==> src/rtl/lsu_pkg.sv <==
// Shared types and constants for the MEM-stage load/store unit.
package lsu_pkg;

  typedef enum logic [2:0] {
    IDLE,
    WRITE,
    WRESP,
    READ,
    RDATA,
    RESP
  } lsu_state_t;

  localparam logic [2:0] LS_B  = 3'b000;
  localparam logic [2:0] LS_H  = 3'b001;
  localparam logic [2:0] LS_W  = 3'b010;
  localparam logic [2:0] LS_BU = 3'b100;
  localparam logic [2:0] LS_HU = 3'b101;

  localparam logic [1:0] AXI_RESP_OKAY = 2'b00;

  // Size/sign legality plus natural alignment of a single access
  function automatic logic ls_legal(
    input logic       wr,
    input logic [2:0] f3,
    input logic [1:0] off
  );
    logic ok;
    ok = 1'b0;
    unique case (f3)
      LS_B, LS_BU: ok = 1'b1;
      LS_H, LS_HU: ok = ~off[0];
      LS_W:        ok = (off == 2'b00);
      default:     ok = 1'b0;
    endcase
    if (wr && f3[2]) ok = 1'b0;
    return ok;
  endfunction

endpackage

==> src/rtl/lsu_data_align.sv <==
// Byte-lane steering: store replication/strobes and load shift/extend.
module lsu_data_align
  import lsu_pkg::*;
(
  input  logic [1:0]  st_off_i,
  input  logic [2:0]  st_func3_i,
  input  logic [31:0] st_data_i,
  output logic [31:0] st_data_o,
  output logic [3:0]  st_strb_o,
  input  logic [1:0]  ld_off_i,
  input  logic [2:0]  ld_func3_i,
  input  logic [31:0] ld_data_i,
  output logic [31:0] ld_data_o
);

  logic [31:0] ld_shift;

  always_comb begin
    st_data_o = st_data_i;
    st_strb_o = 4'b1111;
    unique case (st_func3_i)
      LS_B, LS_BU: begin
        st_data_o = {4{st_data_i[7:0]}};
        st_strb_o = 4'b0001 << st_off_i;
      end
      LS_H, LS_HU: begin
        st_data_o = {2{st_data_i[15:0]}};
        st_strb_o = 4'b0011 << {st_off_i[1], 1'b0};
      end
      default: ;
    endcase
  end

  assign ld_shift = ld_data_i >> {ld_off_i, 3'b000};

  always_comb begin
    ld_data_o = ld_shift;
    unique case (ld_func3_i)
      LS_B:    ld_data_o = {{24{ld_shift[7]}}, ld_shift[7:0]};
      LS_H:    ld_data_o = {{16{ld_shift[15]}}, ld_shift[15:0]};
      LS_BU:   ld_data_o = {24'h0, ld_shift[7:0]};
      LS_HU:   ld_data_o = {16'h0, ld_shift[15:0]};
      default: ld_data_o = ld_shift;
    endcase
  end

endmodule

==> src/rtl/lsu_axil_master.sv <==
// MEM-stage load/store unit: one RV32I load or store per request,
// issued as a single AXI4-Lite master transaction.
module lsu_axil_master
  import lsu_pkg::*;
#(
  parameter int ADDR_W = 32,
  parameter int DATA_W = 32
) (
  input  logic              clk_i,
  input  logic              rst_i,
  input  logic              req_rd_en_i,
  input  logic              req_wr_en_i,
  input  logic [ADDR_W-1:0] req_addr_i,
  input  logic [31:0]       req_wdata_i,
  input  logic [2:0]        req_func3_i,
  output logic              lsu_busy_o,
  output logic              rsp_valid_o,
  output logic [31:0]       rsp_rdata_o,
  output logic              rsp_err_o,
  output logic              m_awvalid_o,
  input  logic              m_awready_i,
  output logic [ADDR_W-1:0] m_awaddr_o,
  output logic [2:0]        m_awprot_o,
  output logic              m_wvalid_o,
  input  logic              m_wready_i,
  output logic [31:0]       m_wdata_o,
  output logic [3:0]        m_wstrb_o,
  input  logic              m_bvalid_i,
  output logic              m_bready_o,
  input  logic [1:0]        m_bresp_i,
  output logic              m_arvalid_o,
  input  logic              m_arready_i,
  output logic [ADDR_W-1:0] m_araddr_o,
  output logic [2:0]        m_arprot_o,
  input  logic              m_rvalid_i,
  output logic              m_rready_o,
  input  logic [31:0]       m_rdata_i,
  input  logic [1:0]        m_rresp_i
);

  if (DATA_W != 32) begin : g_bad_dw
    $error("lsu_axil_master: DATA_W must be 32");
  end

  lsu_state_t        state_q, state_d;
  logic [ADDR_W-1:0] addr_q, addr_d;
  logic [2:0]        func3_q, func3_d;
  logic [31:0]       wdata_q, wdata_d;
  logic [3:0]        wstrb_q, wstrb_d;
  logic              aw_done_q, aw_done_d;
  logic              w_done_q, w_done_d;
  logic [31:0]       rdata_q, rdata_d;
  logic              err_q, err_d;

  logic              req;
  logic              legal;
  logic [31:0]       st_data;
  logic [3:0]        st_strb;
  logic [31:0]       ld_data;

  lsu_data_align u_align (
    .st_off_i   (req_addr_i[1:0]),
    .st_func3_i (req_func3_i),
    .st_data_i  (req_wdata_i),
    .st_data_o  (st_data),
    .st_strb_o  (st_strb),
    .ld_off_i   (addr_q[1:0]),
    .ld_func3_i (func3_q),
    .ld_data_i  (m_rdata_i),
    .ld_data_o  (ld_data)
  );

  assign req   = req_rd_en_i | req_wr_en_i;
  assign legal = !(req_rd_en_i && req_wr_en_i) &&
                 ls_legal(req_wr_en_i, req_func3_i, req_addr_i[1:0]);

  assign m_awvalid_o = (state_q == WRITE) && !aw_done_q;
  assign m_wvalid_o  = (state_q == WRITE) && !w_done_q;
  assign m_bready_o  = (state_q == WRESP);
  assign m_arvalid_o = (state_q == READ);
  assign m_rready_o  = (state_q == RDATA);
  assign m_awaddr_o  = {addr_q[ADDR_W-1:2], 2'b00};
  assign m_araddr_o  = {addr_q[ADDR_W-1:2], 2'b00};
  assign m_awprot_o  = 3'b000;
  assign m_arprot_o  = 3'b000;
  assign m_wdata_o   = wdata_q;
  assign m_wstrb_o   = wstrb_q;

  assign rsp_valid_o = (state_q == RESP);
  assign rsp_rdata_o = rsp_valid_o ? rdata_q : 32'h0;
  assign rsp_err_o   = rsp_valid_o & err_q;

  // Combinational so the stage stalls in the very cycle of the request
  assign lsu_busy_o = ((state_q == IDLE) && req) ||
                      ((state_q != IDLE) && (state_q != RESP));

  always_comb begin
    state_d   = state_q;
    addr_d    = addr_q;
    func3_d   = func3_q;
    wdata_d   = wdata_q;
    wstrb_d   = wstrb_q;
    aw_done_d = aw_done_q;
    w_done_d  = w_done_q;
    rdata_d   = rdata_q;
    err_d     = err_q;
    unique case (state_q)
      IDLE: begin
        if (req) begin
          addr_d    = req_addr_i;
          func3_d   = req_func3_i;
          wdata_d   = st_data;
          wstrb_d   = st_strb;
          aw_done_d = 1'b0;
          w_done_d  = 1'b0;
          rdata_d   = 32'h0;
          err_d     = !legal;
          if (!legal)          state_d = RESP;
          else if (req_wr_en_i) state_d = WRITE;
          else                 state_d = READ;
        end
      end
      WRITE: begin
        aw_done_d = aw_done_q | (m_awvalid_o & m_awready_i);
        w_done_d  = w_done_q | (m_wvalid_o & m_wready_i);
        if (aw_done_d && w_done_d) state_d = WRESP;
      end
      WRESP: begin
        if (m_bvalid_i) begin
          err_d   = (m_bresp_i != AXI_RESP_OKAY);
          state_d = RESP;
        end
      end
      READ: begin
        if (m_arready_i) state_d = RDATA;
      end
      RDATA: begin
        if (m_rvalid_i) begin
          err_d   = (m_rresp_i != AXI_RESP_OKAY);
          rdata_d = err_d ? 32'h0 : ld_data;
          state_d = RESP;
        end
      end
      RESP:    state_d = IDLE;
      default: state_d = IDLE;
    endcase
  end

  always_ff @(posedge clk_i or posedge rst_i) begin
    if (rst_i) begin
      state_q   <= IDLE;
      addr_q    <= '0;
      func3_q   <= 3'b000;
      wdata_q   <= 32'h0;
      wstrb_q   <= 4'h0;
      aw_done_q <= 1'b0;
      w_done_q  <= 1'b0;
      rdata_q   <= 32'h0;
      err_q     <= 1'b0;
    end else begin
      state_q   <= state_d;
      addr_q    <= addr_d;
      func3_q   <= func3_d;
      wdata_q   <= wdata_d;
      wstrb_q   <= wstrb_d;
      aw_done_q <= aw_done_d;
      w_done_q  <= w_done_d;
      rdata_q   <= rdata_d;
      err_q     <= err_d;
    end
  end

endmodule

==> config.mk <==
export PLATFORM = sky130hd
export DESIGN_NAME = lsu_axil_master
export DESIGN_NICKNAME = d
export VERILOG_FILES = /design/src/rtl/lsu_pkg.sv /design/src/rtl/lsu_data_align.sv /design/src/rtl/lsu_axil_master.sv
export SDC_FILE = /design/constraint.sdc
export NUM_CORES = 1
export LEC_CHECK = 0
export CORE_MARGIN = 2
export CORE_UTILIZATION = 30
export CTS_CLUSTER_SIZE = 14
export DETAILED_ROUTE_END_ITERATION = 12
export HOLD_SLACK_MARGIN = 0.06
export PLACE_DENSITY = 0.69
export SYNTH_ARGS = -nofsm -noshare
export SYNTH_HDL_FRONTEND = slang
export SYNTH_SLANG_ARGS = --single-unit
==> constraint.sdc <==
create_clock -name clk_i -period 8.7 [get_ports clk_i]
set_input_delay 2.175 -clock clk_i [delete_from_list [all_inputs] [get_ports clk_i]]
set_output_delay 2.175 -clock clk_i [all_outputs]
set_load 0.01 [all_outputs]
Word-level counts from Yosys, hierarchy flattened
Cells that the tools add are included.

storage, ports and cells
  bits in registers = 109
  input port bits = 112
  output and inout bits = 146
  word-level logic and storage cells = 92

operators by class
  equality and inequality tests = 18
  shift operators = 3
  mux-type cells = 25
  bitwise operators = 7
  reductions and logical operators = 30

operator list
  operator            count
  $mux 32             4
  $pmux 32 s2         2
  $pmux 32 s4         1
  $shr 32x5->32       1
  $eq 3x3->1 const B  6
  $mux 3              6
  $pmux 3 s5          1
  $eq 3x1->1 const B  3
  $eq 3x2->1 const B  3
  $logic_not 3->1     3
  $logic_and 1x1->1   8
  $pmux 4 s2          1
  $reduce_bool 2->1   4
  $ne 2x2->1 const B  3
  $pmux 1 s3          2
  $reduce_bool 3->1   2
  $mux 1              5
  $reduce_and 5->1    1
  $logic_not 1->1     4
  $ne 2x1->1 const B  2
  $pmux 1 s2          2
  $reduce_and 2->1    2
  $reduce_and 4->1    1
  $reduce_or 2->1     2
  10 further kinds    14

Depth between registers and ports, before layout
  depth after elaboration = 8
  depth in mapped cells = 7
  gate-level depth less buffers = 6

By module
A second synthesis with hierarchy kept.

second synthesis, totals
  cell total of the unflattened synthesis = 628
  area total of the unflattened synthesis = 6776.5 um^2

modules (own cells, without submodules)
  module           instances  cells each  area each (um^2)  sequential area each (um^2)
  lsu_axil_master  1          458         5512.8            2727.6
  lsu_data_align   1          170         1263.7            0.0

Worst setup path after synthesis
Ideal clock, no wire load.

  path type = input to output
  start = in req_rd_en_i
  end = out lsu_busy_o
  arrival = 2637 ps
  required time = 6525 ps
  path slack = 3888 ps
  cell stages on the path = 3
  path buffers = 0
  cells stage by stage = nor2_1 > nand2_1 > a21o_1

on the way
  word-level cells in the longest chain between the ends = 3

RTL lines
  element            line                   source
  from (decl)        lsu_axil_master.sv:11  input logic req_rd_en_i,
  $or 1x1->1         lsu_axil_master.sv:73  assign req = req_rd_en_i | req_wr_en_i;
  $logic_and 1x1->1  lsu_axil_master.sv:94  assign lsu_busy_o = ((state_q == IDLE) && req) ||
  $logic_or 1x1->1   lsu_axil_master.sv:94
  to (decl)          lsu_axil_master.sv:16  output logic lsu_busy_o,

Every way passes these cells.

Worst setup path in the final report
  start = in req_wr_en_i
  end = out lsu_busy_o

on the way
  word-level cells in the longest chain between the ends = 3

RTL lines
  element            line                   source
  from (decl)        lsu_axil_master.sv:12  input logic req_wr_en_i,
  $or 1x1->1         lsu_axil_master.sv:73
  $logic_and 1x1->1  lsu_axil_master.sv:94
  $logic_or 1x1->1   lsu_axil_master.sv:94

Every way passes these cells.

==> flow_summary.ini <==
[run_status]
status = finished, final reports clean

[power_and_ir_drop]
leakage_uw = 0.00368
vdd_ir_drop_max_mv = 0.157
cellPowerDensity_mw_per_mm2 = 312

[die]
die_y_um = 144
initial_core_util_pct = 30.4
dieArea_mm2 = 0.0207
fp.dieW_um = 144
boundaryPins = 258
row_count = 51
design.core.area_mm2 = 0.0193

[synth]
synth-main-ff-cell = dfrtp_1
synth_top_area_cell = dfrtp_1
netlist_area_mm2 = 0.00587
synth_fa_ha_area_share_pct = 0
synth-compound-area-share_pct = 13.5
synth_top_family_by_area = simple AND/OR/NAND/NOR gates
synth-xor-area-share_pct = 0
synth_warnings = 0
ys_ff_latch = 109
async_flop_share_pct = 100
yosysSeqAreaShare_pct = 46.5
avgSynthCellArea_um2 = 9.09
synth_top_area_share_pct = 46.5
yosys-top-cells-area = dfrtp_1 46%, nand2_1 10%, buf_4 8.9%
yosys.area_share.simple_pct = 19.3
synth_mux_area_share_pct = 8.57
yosysUniqueCellTypes = 45
synth_edf_count = 0
synth_cells = 646

[placement]
gp_congestion = 0.779
io_buffers = 247
hpwl_um = 12500
dpl_cell_area_mm2 = 0.00810

[worst_setup_path]
crit_path_max_incr_delay_ns = 0.47
cp.arrival_ns = 3.68
cp_slowest_cell = clkdlybuf4s50_1
cp_cell_sequence = clkdlybuf4s50_1, nor2_1, nand2_1, a21o_1, clkdlybuf4s50_1
crit_type = input port to output port
regToRegSetupSlack_ns = 6.16
path_max_fanout = 5
crit_path_frequent_cell = clkdlybuf4s50_1
cp-end-kind = output port
required_ns = 6.53
cp-start-kind = input port

[clock_tree]
clk_latency_ns = 0.36
clk_pin_slew_ns = 0.07
cts_resized = 0
cts_root_buf = clkbuf_16
post_cts_buffers = 0
cts_tree = yes
hold_buffers = 0
htreeDepth = 3
cts_inserted_buffers = 9
clockBufferDepth = 2
cts_sinks = 109

[timing]
fmax_ghz = 0.171
min_period_ns = 5.85
max_slew.worst_pin.slew_ns = 1.14
setup_viol = 0
finalHoldViolations = 0
fin_skew_ns = 0.0144
relSlewSlack_pct = 23.5
post-route-period-util_pct = 67.3
whs_ns = 0.480
rsz0062_at_grt = no
setup_tns_ns = 0
report.final.slew_viol_count = 0

[layout]
nNetsFinal = 924
diodes = 0
area_growth_pct = 43.1
drive_above_1_share_pct = 5.02
fill_cells = 1934
finalInstanceArea_mm2 = 0.00841

[global_route]
antenna_found_initial = 0
overflow = 0
grt_max_degree = 58
first_global_vias = 4842
grt_pass1_wl_um = 26100
track_usage_pct = 16.4

[routing]
drc = 0
final_antenna_net_count = 0
wl_per_cell_um = 16.1
dr.pass1.iters = 4
wirelength_um = 17400
met2_length_um = 7990
vias_per_cell = 4.66
wl_met1_um = 7280
drt-initial-drc-count = 222
wl_met3_um = 1810
top_layer_used = met4
vias = 5040

[worst_hold_path]
min_path_type = flip-flop to flip-flop

[flow_run]
max_cap_viol_count = 0
cell usage in the layout, fill, tap and decap left out, drive strengths merged, types with 3 or more instances in the layout:
master         instances
buf                    9
a31oi                  4
inv                    7
mux2i                 39
o21ai                 37
nand2b                 7
mux2                   8
a21oi                 30
nand2                157
clkdlybuf4s50        247
nand3b                 8
and2                  34
conb                  10
a221o                 16
o2bb2ai               15
clkbuf                 9
clkinv                 3
nor2                  36
dfrtp                109
layer usage:
metal | vias to the layer above | GRT usage [%]
met3 | 17 | 5.53
li1 | 2444 | -
met4 | 0 | 5.37
met2 | 222 | 26.8
met5 | - | 0
met1 | 2357 | 20.4
where the power goes:
group	internal (µW)	total [µW]	switching, µW
clock	228	431	202
combinational	672	1310	643
sequential	714	874	160
total	1610	2620	1010
logic make-up (layout without fill, tap and decap cells):
family,after synthesis,after routing
simple gates,255,255
other cells,1,10
compound gates,119,119
mux,48,48
buf+inv,114,276
flops,109,109
worst max-delay path, delay by kind of cell:
family | cells | cell delay, ns
buffers and inverters | 2 | 0.93
AO/OA/AOI/OAI | 1 | 0.18
AND/OR/NAND/NOR | 2 | 0.39
flip-flops by register name (all words and copies together) (netlist names):
name	count
state_q	3
aw_done_q	1
w_done_q	1
rdata_q	32
func3_q	3
err_q	1
addr_q	32
m_wstrb_o	4
m_wdata_o	32
cell usage after synthesis, types with 4 or more instances:
cell type	instances
a21oi_1	30
nand3b_1	8
dfrtp_1	109
o2bb2ai_1	15
buf_4	70
mux2i_1	39
clkbuf_1	32
inv_1	4
nand2_1	157
o21ai_0	37
mux2_2	8
a221o_1	16
a31oi_1	4
nor2_1	36
and2_1	34
nand2b_1	7
final timing paths:
kind	startpoint	end	cells after the start
worst min register to register	rdata_q[8]	rdata_q[8]	1
worst max register to register	state_q[2]	m_wdata_o[12]	4
worst max-delay path	req_wr_en_i	lsu_busy_o	5
min in group asynchronous	rst_i	m_wdata_o[17]	2
worst min-delay path	rdata_q[8]	rdata_q[8]	1
max in group asynchronous	rst_i	rdata_q[10]	3
stage by stage:
stage                     std cells  utilization [%]  total power (µW)  worst slack, ns
after detailed placement       1066             41.9              2210             2.84
after CTS                      1082             43.5              2660             2.84
final                          1082             43.5              2620             2.85
after global routing           1082             43.5              2820             2.78
after floorplan                 655                -              1700             3.65
after global placement         1066             41.9              2190             2.84
final cells by class:
class / instances / area [µm²] / area share (%)
inverters: 4 / 17.5 / 0.208
repair buffers: 256 / 2540 / 30.2
clock inverters: 7 / 81.3 / 0.968
flip-flops and latches: 109 / 2730 / 32.5
multi-input cells: 432 / 2480 / 29.5
clock buffers: 9 / 225 / 2.68
well taps: 265 / 332 / 3.94
Note: power is estimated with default switching activity, not from simulation.
